### config.mk
export PLATFORM = sky130hd
export DESIGN_NAME = gf180mcu_fd_sc_mcu7t5v0__subs_serial_flat
export DESIGN_NICKNAME = d
export VERILOG_FILES = /design/src/rtl/gf180mcu_fd_sc_mcu7t5v0__subs_serial_if.sv /design/src/rtl/gf180mcu_fd_sc_mcu7t5v0__subs_serial.sv /design/src/flat_wrapper.sv
export SDC_FILE = /design/constraint.sdc
export NUM_CORES = 1
export LEC_CHECK = 0
export ABC_AREA = 1
export BUFFER_PORTS_ARGS = -buffer_cell sky130_fd_sc_hd__buf_4
export CAP_MARGIN = 10
export CORE_AREA = 2 2 39 41
export DETAILED_ROUTE_END_ITERATION = 10
export DIE_AREA = 0 0 41 43
export HOLD_SLACK_MARGIN = 0.06
export PLACE_DENSITY = 0.61
export SYNTH_ARGS = -nofsm -noshare
export SYNTH_HDL_FRONTEND = slang
export SYNTH_SLANG_ARGS = --single-unit
### constraint.sdc
create_clock -name CLK -period 3.1 [get_ports CLK]
set_clock_uncertainty 0.1 [all_clocks]
set_input_delay 0.155 -clock CLK [delete_from_list [all_inputs] [get_ports CLK]]
set_output_delay 0.155 -clock CLK [all_outputs]
set_load 0.01 [all_outputs]
### src/rtl/gf180mcu_fd_sc_mcu7t5v0__subs_serial_if.sv
// Handshake bundle for the bit-serial subtractor.
// OVF is present only with GF180MCU_FD_SC_MCU7T5V0__SUBS_SERIAL_OVF_EN.
interface gf180mcu_fd_sc_mcu7t5v0__subs_serial_if;
  logic IN_VALID;
  logic IN_READY;
  logic A;
  logic B;
  logic BI;
  logic OUT_VALID;
  logic OUT_READY;
  logic D;
  logic LAST;
  logic BO;
`ifdef GF180MCU_FD_SC_MCU7T5V0__SUBS_SERIAL_OVF_EN
  logic OVF;
`endif

  modport master (
    output IN_VALID, A, B, BI, OUT_READY,
    input  IN_READY, OUT_VALID, D, LAST, BO
`ifdef GF180MCU_FD_SC_MCU7T5V0__SUBS_SERIAL_OVF_EN
    , input OVF
`endif
  );

  modport slave (
    input  IN_VALID, A, B, BI, OUT_READY,
    output IN_READY, OUT_VALID, D, LAST, BO
`ifdef GF180MCU_FD_SC_MCU7T5V0__SUBS_SERIAL_OVF_EN
    , output OVF
`endif
  );
endinterface

### src/rtl/gf180mcu_fd_sc_mcu7t5v0__subs_serial.sv
// LSB-first bit-serial subtractor with a one-entry output register.
// Optional OVF output: define GF180MCU_FD_SC_MCU7T5V0__SUBS_SERIAL_OVF_EN.
module gf180mcu_fd_sc_mcu7t5v0__subs_serial #(
  parameter int WIDTH = 8
) (
  input logic CLK,
  input logic RST,
  gf180mcu_fd_sc_mcu7t5v0__subs_serial_if.slave bus
);
  localparam int IW = (WIDTH > 1) ? $clog2(WIDTH) : 1;

  typedef enum logic {IDLE, RUN} state_t;

  state_t        state_q, state_d;
  logic [IW-1:0] idx_q, idx_d;
  logic          borrow_q, borrow_d;
  logic          out_valid_q, out_valid_d;
  logic          d_q, d_d;
  logic          last_q, last_d;
  logic          bo_q, bo_d;
`ifdef GF180MCU_FD_SC_MCU7T5V0__SUBS_SERIAL_OVF_EN
  logic          ovf_q, ovf_d;
`endif

  logic in_ready;
  logic in_xfer;
  logic bw;
  logic bw_next;
  logic is_msb;

  assign in_ready = !out_valid_q || bus.OUT_READY;
  assign in_xfer  = bus.IN_VALID && in_ready;

  // BI only enters the chain on bit 0 of a word
  assign bw      = (state_q == IDLE) ? bus.BI : borrow_q;
  assign bw_next = (~bus.A & bus.B) | (~(bus.A ^ bus.B) & bw);
  assign is_msb  = (idx_q == IW'(WIDTH - 1));

  always_comb begin
    state_d     = state_q;
    idx_d       = idx_q;
    borrow_d    = borrow_q;
    out_valid_d = out_valid_q;
    d_d         = d_q;
    last_d      = last_q;
    bo_d        = bo_q;
`ifdef GF180MCU_FD_SC_MCU7T5V0__SUBS_SERIAL_OVF_EN
    ovf_d       = ovf_q;
`endif
    if (in_xfer) begin
      out_valid_d = 1'b1;
      d_d         = bus.A ^ bus.B ^ bw;
      last_d      = is_msb;
      bo_d        = is_msb ? bw_next : 1'b0;
`ifdef GF180MCU_FD_SC_MCU7T5V0__SUBS_SERIAL_OVF_EN
      ovf_d       = is_msb ? (bw ^ bw_next) : 1'b0;
`endif
      borrow_d    = bw_next;
      if (is_msb) begin
        idx_d   = '0;
        state_d = IDLE;
      end else begin
        idx_d   = idx_q + IW'(1);
        state_d = RUN;
      end
    end else if (bus.OUT_READY) begin
      out_valid_d = 1'b0;
    end
  end

  always_ff @(posedge CLK) begin
    if (RST) begin
      state_q     <= IDLE;
      idx_q       <= '0;
      borrow_q    <= 1'b0;
      out_valid_q <= 1'b0;
      d_q         <= 1'b0;
      last_q      <= 1'b0;
      bo_q        <= 1'b0;
`ifdef GF180MCU_FD_SC_MCU7T5V0__SUBS_SERIAL_OVF_EN
      ovf_q       <= 1'b0;
`endif
    end else begin
      state_q     <= state_d;
      idx_q       <= idx_d;
      borrow_q    <= borrow_d;
      out_valid_q <= out_valid_d;
      d_q         <= d_d;
      last_q      <= last_d;
      bo_q        <= bo_d;
`ifdef GF180MCU_FD_SC_MCU7T5V0__SUBS_SERIAL_OVF_EN
      ovf_q       <= ovf_d;
`endif
    end
  end

  assign bus.IN_READY  = in_ready;
  assign bus.OUT_VALID = out_valid_q;
  assign bus.D         = d_q;
  assign bus.LAST      = last_q;
  assign bus.BO        = bo_q;
`ifdef GF180MCU_FD_SC_MCU7T5V0__SUBS_SERIAL_OVF_EN
  assign bus.OVF       = ovf_q;
`endif
endmodule

### src/flat_wrapper.sv
// flat-port wrapper written by rule: the top's interface ports become plain ports
module gf180mcu_fd_sc_mcu7t5v0__subs_serial_flat 
#(
  parameter int WIDTH = 8
)
  (CLK, RST, bus_IN_VALID, bus_A, bus_B, bus_BI, bus_OUT_READY, bus_IN_READY, bus_OUT_VALID, bus_D, bus_LAST, bus_BO);
  gf180mcu_fd_sc_mcu7t5v0__subs_serial_if bus_i ();
  input logic CLK;
  input logic RST;
  input wire logic [$bits(bus_i.IN_VALID)-1:0] bus_IN_VALID;
  input wire logic [$bits(bus_i.A)-1:0] bus_A;
  input wire logic [$bits(bus_i.B)-1:0] bus_B;
  input wire logic [$bits(bus_i.BI)-1:0] bus_BI;
  input wire logic [$bits(bus_i.OUT_READY)-1:0] bus_OUT_READY;
  output wire logic [$bits(bus_i.IN_READY)-1:0] bus_IN_READY;
  output wire logic [$bits(bus_i.OUT_VALID)-1:0] bus_OUT_VALID;
  output wire logic [$bits(bus_i.D)-1:0] bus_D;
  output wire logic [$bits(bus_i.LAST)-1:0] bus_LAST;
  output wire logic [$bits(bus_i.BO)-1:0] bus_BO;
  assign bus_i.IN_VALID = bus_IN_VALID;
  assign bus_i.A = bus_A;
  assign bus_i.B = bus_B;
  assign bus_i.BI = bus_BI;
  assign bus_i.OUT_READY = bus_OUT_READY;
  assign bus_IN_READY = bus_i.IN_READY;
  assign bus_OUT_VALID = bus_i.OUT_VALID;
  assign bus_D = bus_i.D;
  assign bus_LAST = bus_i.LAST;
  assign bus_BO = bus_i.BO;
  gf180mcu_fd_sc_mcu7t5v0__subs_serial #(.WIDTH(WIDTH)) u_core (.CLK(CLK), .RST(RST), .bus(bus_i));
endmodule
Word level (Yosys, flattened, before mapping):

Cells that the tools add are included.

* output and inout bits: 5
* input bits: 7
* logic and storage cells: 26
* register bits after elaboration: 9

* bitwise gates (word level): 7
* eq/ne operators: 1
* mux-type cells: 6
* add/subtract/negate cells: 1
* reduce and logical (&&, ||, !) cells: 4

Operators with widths (number)
* 1-bit two-way mux: 5
* 3-bit by 1-bit adder with 3-bit output, second input constant: 1
* 3-bit equality test, second input constant: 1
* 3-bit two-way mux: 1
* 1-bit bitwise AND: 2
* 1-bit inverter: 2
* 2-bit nonzero test: 1
* 1-bit XOR: 2
* 1-bit logical AND: 1
* 1-bit logical NOT: 1
* 1-bit logical OR: 1
* 1-bit bitwise OR: 1

Depth between registers and ports, before layout:

* depth after elaboration: 5
* depth in mapped cells: 6
* gate-level depth less buffers: 6

Least setup slack after synthesis:

No wires, ideal clock.

* path kind: reg2reg
* from: reg u_core.state_q
* to: reg u_core.d_q, in the netlist u_core.bus.D
* path buffers: 0
* cell stages (with the launch flop): 6
* clock period less this slack: 1.490 ns
* setup time: 0.112 ns
* arrival time: 1.278 ns
* data required time: 2.888 ns
* slack: 1.610 ns
* path through: dfxtp_1 -> mux2_2 -> fa_1 -> nand3_1 -> nand2_1 -> nor2_1

* cells in the longest elaborated chain, start to end: 2

RTL lines
* start, declared: RTL line gf180mcu_fd_sc_mcu7t5v0__subs_serial.sv:14 `state_t state_q, state_d;`
* start signal, assigned: RTL line gf180mcu_fd_sc_mcu7t5v0__subs_serial.sv:84 `state_q <= state_d;`
* 1-bit two-way mux: RTL line gf180mcu_fd_sc_mcu7t5v0__subs_serial.sv:35 `assign bw = (state_q == IDLE) ? bus.BI : borrow_q;`
* 1-bit XOR: RTL line gf180mcu_fd_sc_mcu7t5v0__subs_serial.sv:52 `d_d = bus.A ^ bus.B ^ bw;`
* end signal, assigned: RTL line gf180mcu_fd_sc_mcu7t5v0__subs_serial.sv:77 `d_q <= 1'b0;`
* end signal, assigned: RTL line gf180mcu_fd_sc_mcu7t5v0__subs_serial.sv:88 `d_q <= d_d;`
* end, declared: RTL line gf180mcu_fd_sc_mcu7t5v0__subs_serial.sv:18 `logic d_q, d_d;`

No other way between the ends.
A chain may end at the register's enable or synchronous reset.

Worst setup path in the final report:

Same ends and word-level chain as after synthesis.

==> flow_metrics.py <==
metrics = {
    "clocking": {
        "post_cts_buffers": 0,
        "insertion_delay_ns": 0.26,
        "cts_inserted_buffers": 3,
        "cts.reportedPaths.clkPinSlew_ns": 0.06,
        "clock_path_buffers": 2,
        "cts_tree": "built",
        "clockRootBuffer": "clkbuf_4",
        "cts_sinks": 9,
        "htreeDepth": 1,
    },
    "placed_design": {
        "place_inst": 77,
        "place_hpwl_um": 593.6,
        "port_buffers": 11,
        "gp_congestion": 0.7140,
    },
    "min_path": {
        "worstHoldPathCells": 3,
        "hold_path.class": "input port to register",
        "min_from": "bus_IN_VALID",
        "hold_path_end": "u_core.borrow_q",
    },
    "timing": {
        "worst_pin_slew_ns": 0.1939,
        "grt_setup_unrepaired": "false",
        "setup_tns_ns": 0,
        "min_period_ns": 1.537,
        "slew_violations": 0,
        "fmax_mhz": 650.8,
        "layout_worst_path_cycle_share": 0.4957,
        "setup_viol": 0,
        "hold_violations": 0,
        "relSlewSlack": 0.8703,
    },
    "critical_path": {
        "timing.rr.end": "u_core.bus.D",
        "start_kind": "register",
        "path_cells": "mux2_2 -> fa_1 -> nand3_1 -> nand2_1 -> nor2_1",
        "crit_slowest_cell": "fa_1",
        "endpoint_kind": "register",
        "r2r_slack_ns": 1.56,
        "cp_num_buf_inv": 0,
        "max_stage_delay_ns": 0.48,
        "crit_family": "adder cells",
        "crit_type": "register to register",
        "r2r_start": "u_core.state_q",
        "critical_path_arrival_ns": 1.59,
        "worstPathRequired_ns": 3.16,
        "critPathMaxFanout": 2,
        "r2r_cells": 5,
    },
    "drt": {
        "drc": 0,
        "ant_nets": 0,
        "vias": 378,
        "drt-total-wl_um": 781,
        "vias_per_cell": 4.610,
        "dr.first_iter.drc_count": 5,
        "wl_per_cell_um": 9.524,
        "dr.pass1.iters": 2,
    },
    "synth": {
        "yosys_most_used_dff": "dfxtp_1",
        "yosys.area.top_type_share": 0.4390,
        "seq_area_frac_synth": 0.4390,
        "synthesis.nets": 61,
        "synth-async-reset-ratio": 0,
        "yosysWarningCount": 0,
        "syn_inst": 51,
        "post-synth-top-count-cell": "dfxtp_1",
        "yosys.area.top_type": "dfxtp_1",
        "synthTopCellsByArea": "dfxtp_1, a21oi_1, nand2_1, nor2_1, ha_1",
        "synth_commonest_cells": "dfxtp_1, nand2_1, nor2_1",
        "synthesis.area_um2": 410.4,
        "ys_seq_elements": 9,
        "syn_area_per_cell_um2": 8.047,
        "synth_edf_count": 0,
        "yosysUniqueCellTypes": 15,
    },
    "outcome": {
        "status": "finished, final reports clean",
    },
    "layout": {
        "diodes": 0,
        "final_cells": 82,
        "layout-drive-gt1-share": 0.2727,
        "area_growth_pct": 32.93,
        "finish.net_count": 77,
    },
    "grt": {
        "grt_pass1_wl_um": 1173,
        "grt_max_degree": 10,
        "antenna_found_initial": 0,
        "first_global_vias": 333,
        "grt_overflow": 0,
        "grtUsageTotal": 0.09869,
    },
    "power": {
        "p_switching_uw": 67.37,
        "switching_share": 0.2567,
        "p_int_uw": 195.0,
        "pwr-share-seq": 0.487,
        "p_per_area_nw_per_um2": 481.0,
        "peakVddDrop_v": 0.0001550,
        "leakage_uw": 0.0002702,
        "clockPowerShare": 0.346,
        "combPwrFrac": 0.167,
    },
    "floorplanning": {
        "ios": 12,
        "die_x_um": 41,
        "core_area_um2": 1384,
        "start_util": 0.2966,
        "die_h_um": 43,
        "num_rows": 14,
        "die_area_um2": 1763,
    },
    "job": {
        "drv_cap": 0,
    },
}
## routing by layer
metal  GRT usage  routed length [µm]
met3     0.03141                  45
met1     0.09416                 340
met2      0.1594                 394
met5           0                   0
met4     0.08000                   0
## timing repair
action | in CTS | in global routing
hold buffers | 1 | 0
hold endpoints to repair | 6 | 0
resized for setup | 0 | 0
endpoints found under the setup margin | 0 | 0
## state kept, by name (all words and copies together) (netlist names)
name / count
u_core.state_q: 1
u_core.bus.D: 1
u_core.bus.OUT_VALID: 1
u_core.bus.LAST: 1
u_core.borrow_q: 1
u_core.idx_q: 3
u_core.bus.BO: 1
## cell families after synthesis
| family | after synthesis | share of synthesized area |
|---|---|---|
| fa+ha+maj | 3 | 0.1097 |
| simple gates | 24 | 0.2683 |
| buf+inv | 7 | 0.06401 |
| compound gates | 7 | 0.09147 |
| mux | 1 | 0.02744 |
| flops | 9 | 0.4390 |
## through the flow
step | util | hold slack (ns) | instance area, µm² | worst slack, ns | total power, µW
final | 0.3942 | 0.1278 | 545.5 | 1.563 | 262.4
after global routing | 0.3942 | 0.1325 | 545.5 | 1.506 | 276.8
after CTS | 0.3942 | 0.1229 | 545.5 | 1.564 | 266.6
after detailed placement | 0.3680 | 0.2937 | 509.2 | 1.572 | 174.2
after global placement | 0.3680 | 0.2901 | 509.2 | 1.597 | 172.6
after floorplan | - | 0.2195 | 410.4 | 1.610 | 155.9
## power by group through the flow
stage          clock (µW)  combinational [µW]  sequential (µW)
3_3_place_gp            0                42.3              130
2_1_floorplan           0                24.6              131
4_1_cts              94.0                44.5              128
5_1_grt              98.4                49.5              129
6_report             90.7                43.9              128
3_5_place_dp            0                43.5              131
## cells in the final DEF, fill, tap and decap left out
cell type,n
a21oi_1,6
buf_4,11
clkbuf_1,1
clkbuf_4,3
dfxtp_1,9
dlygate4sd3_1,1
fa_1,1
ha_1,2
inv_1,5
inv_2,1
mux2_2,1
nand2_1,8
nand2_2,1
nand2_4,1
nand3_1,5
nand3b_1,1
nor2_1,8
o21bai_1,1
## cell type report
class                   count  area [µm²]
fillers                   141       838.3
multi-input cells          35       203.9
flip-flops and latches      9       180.2
repair buffers             12       92.59
clock buffers               4       26.28
inverters                   6       22.52
well taps                  16       20.02
## worst register-to-register path, delay by kind of cell, from the launching register on
family	cells	cell delay, ns
adder cells (fa/ha/maj)	1	0.48
multiplexers	1	0.34
flip-flops	1	0.33
AND/OR/NAND/NOR	3	0.19
## worst max path at each step
stage,startpoint,to,slack (ns),cells after the start
after floorplan,u_core.state_q,u_core.bus.D,1.61,5
after global placement,u_core.state_q,u_core.bus.D,1.60,5
after detailed placement,u_core.state_q,u_core.bus.D,1.57,5
after CTS,u_core.state_q,u_core.bus.D,1.56,5
after global routing,u_core.state_q,u_core.bus.D,1.51,5
final,u_core.state_q,u_core.bus.D,1.56,5
Power figures use the tool's default switching activity.
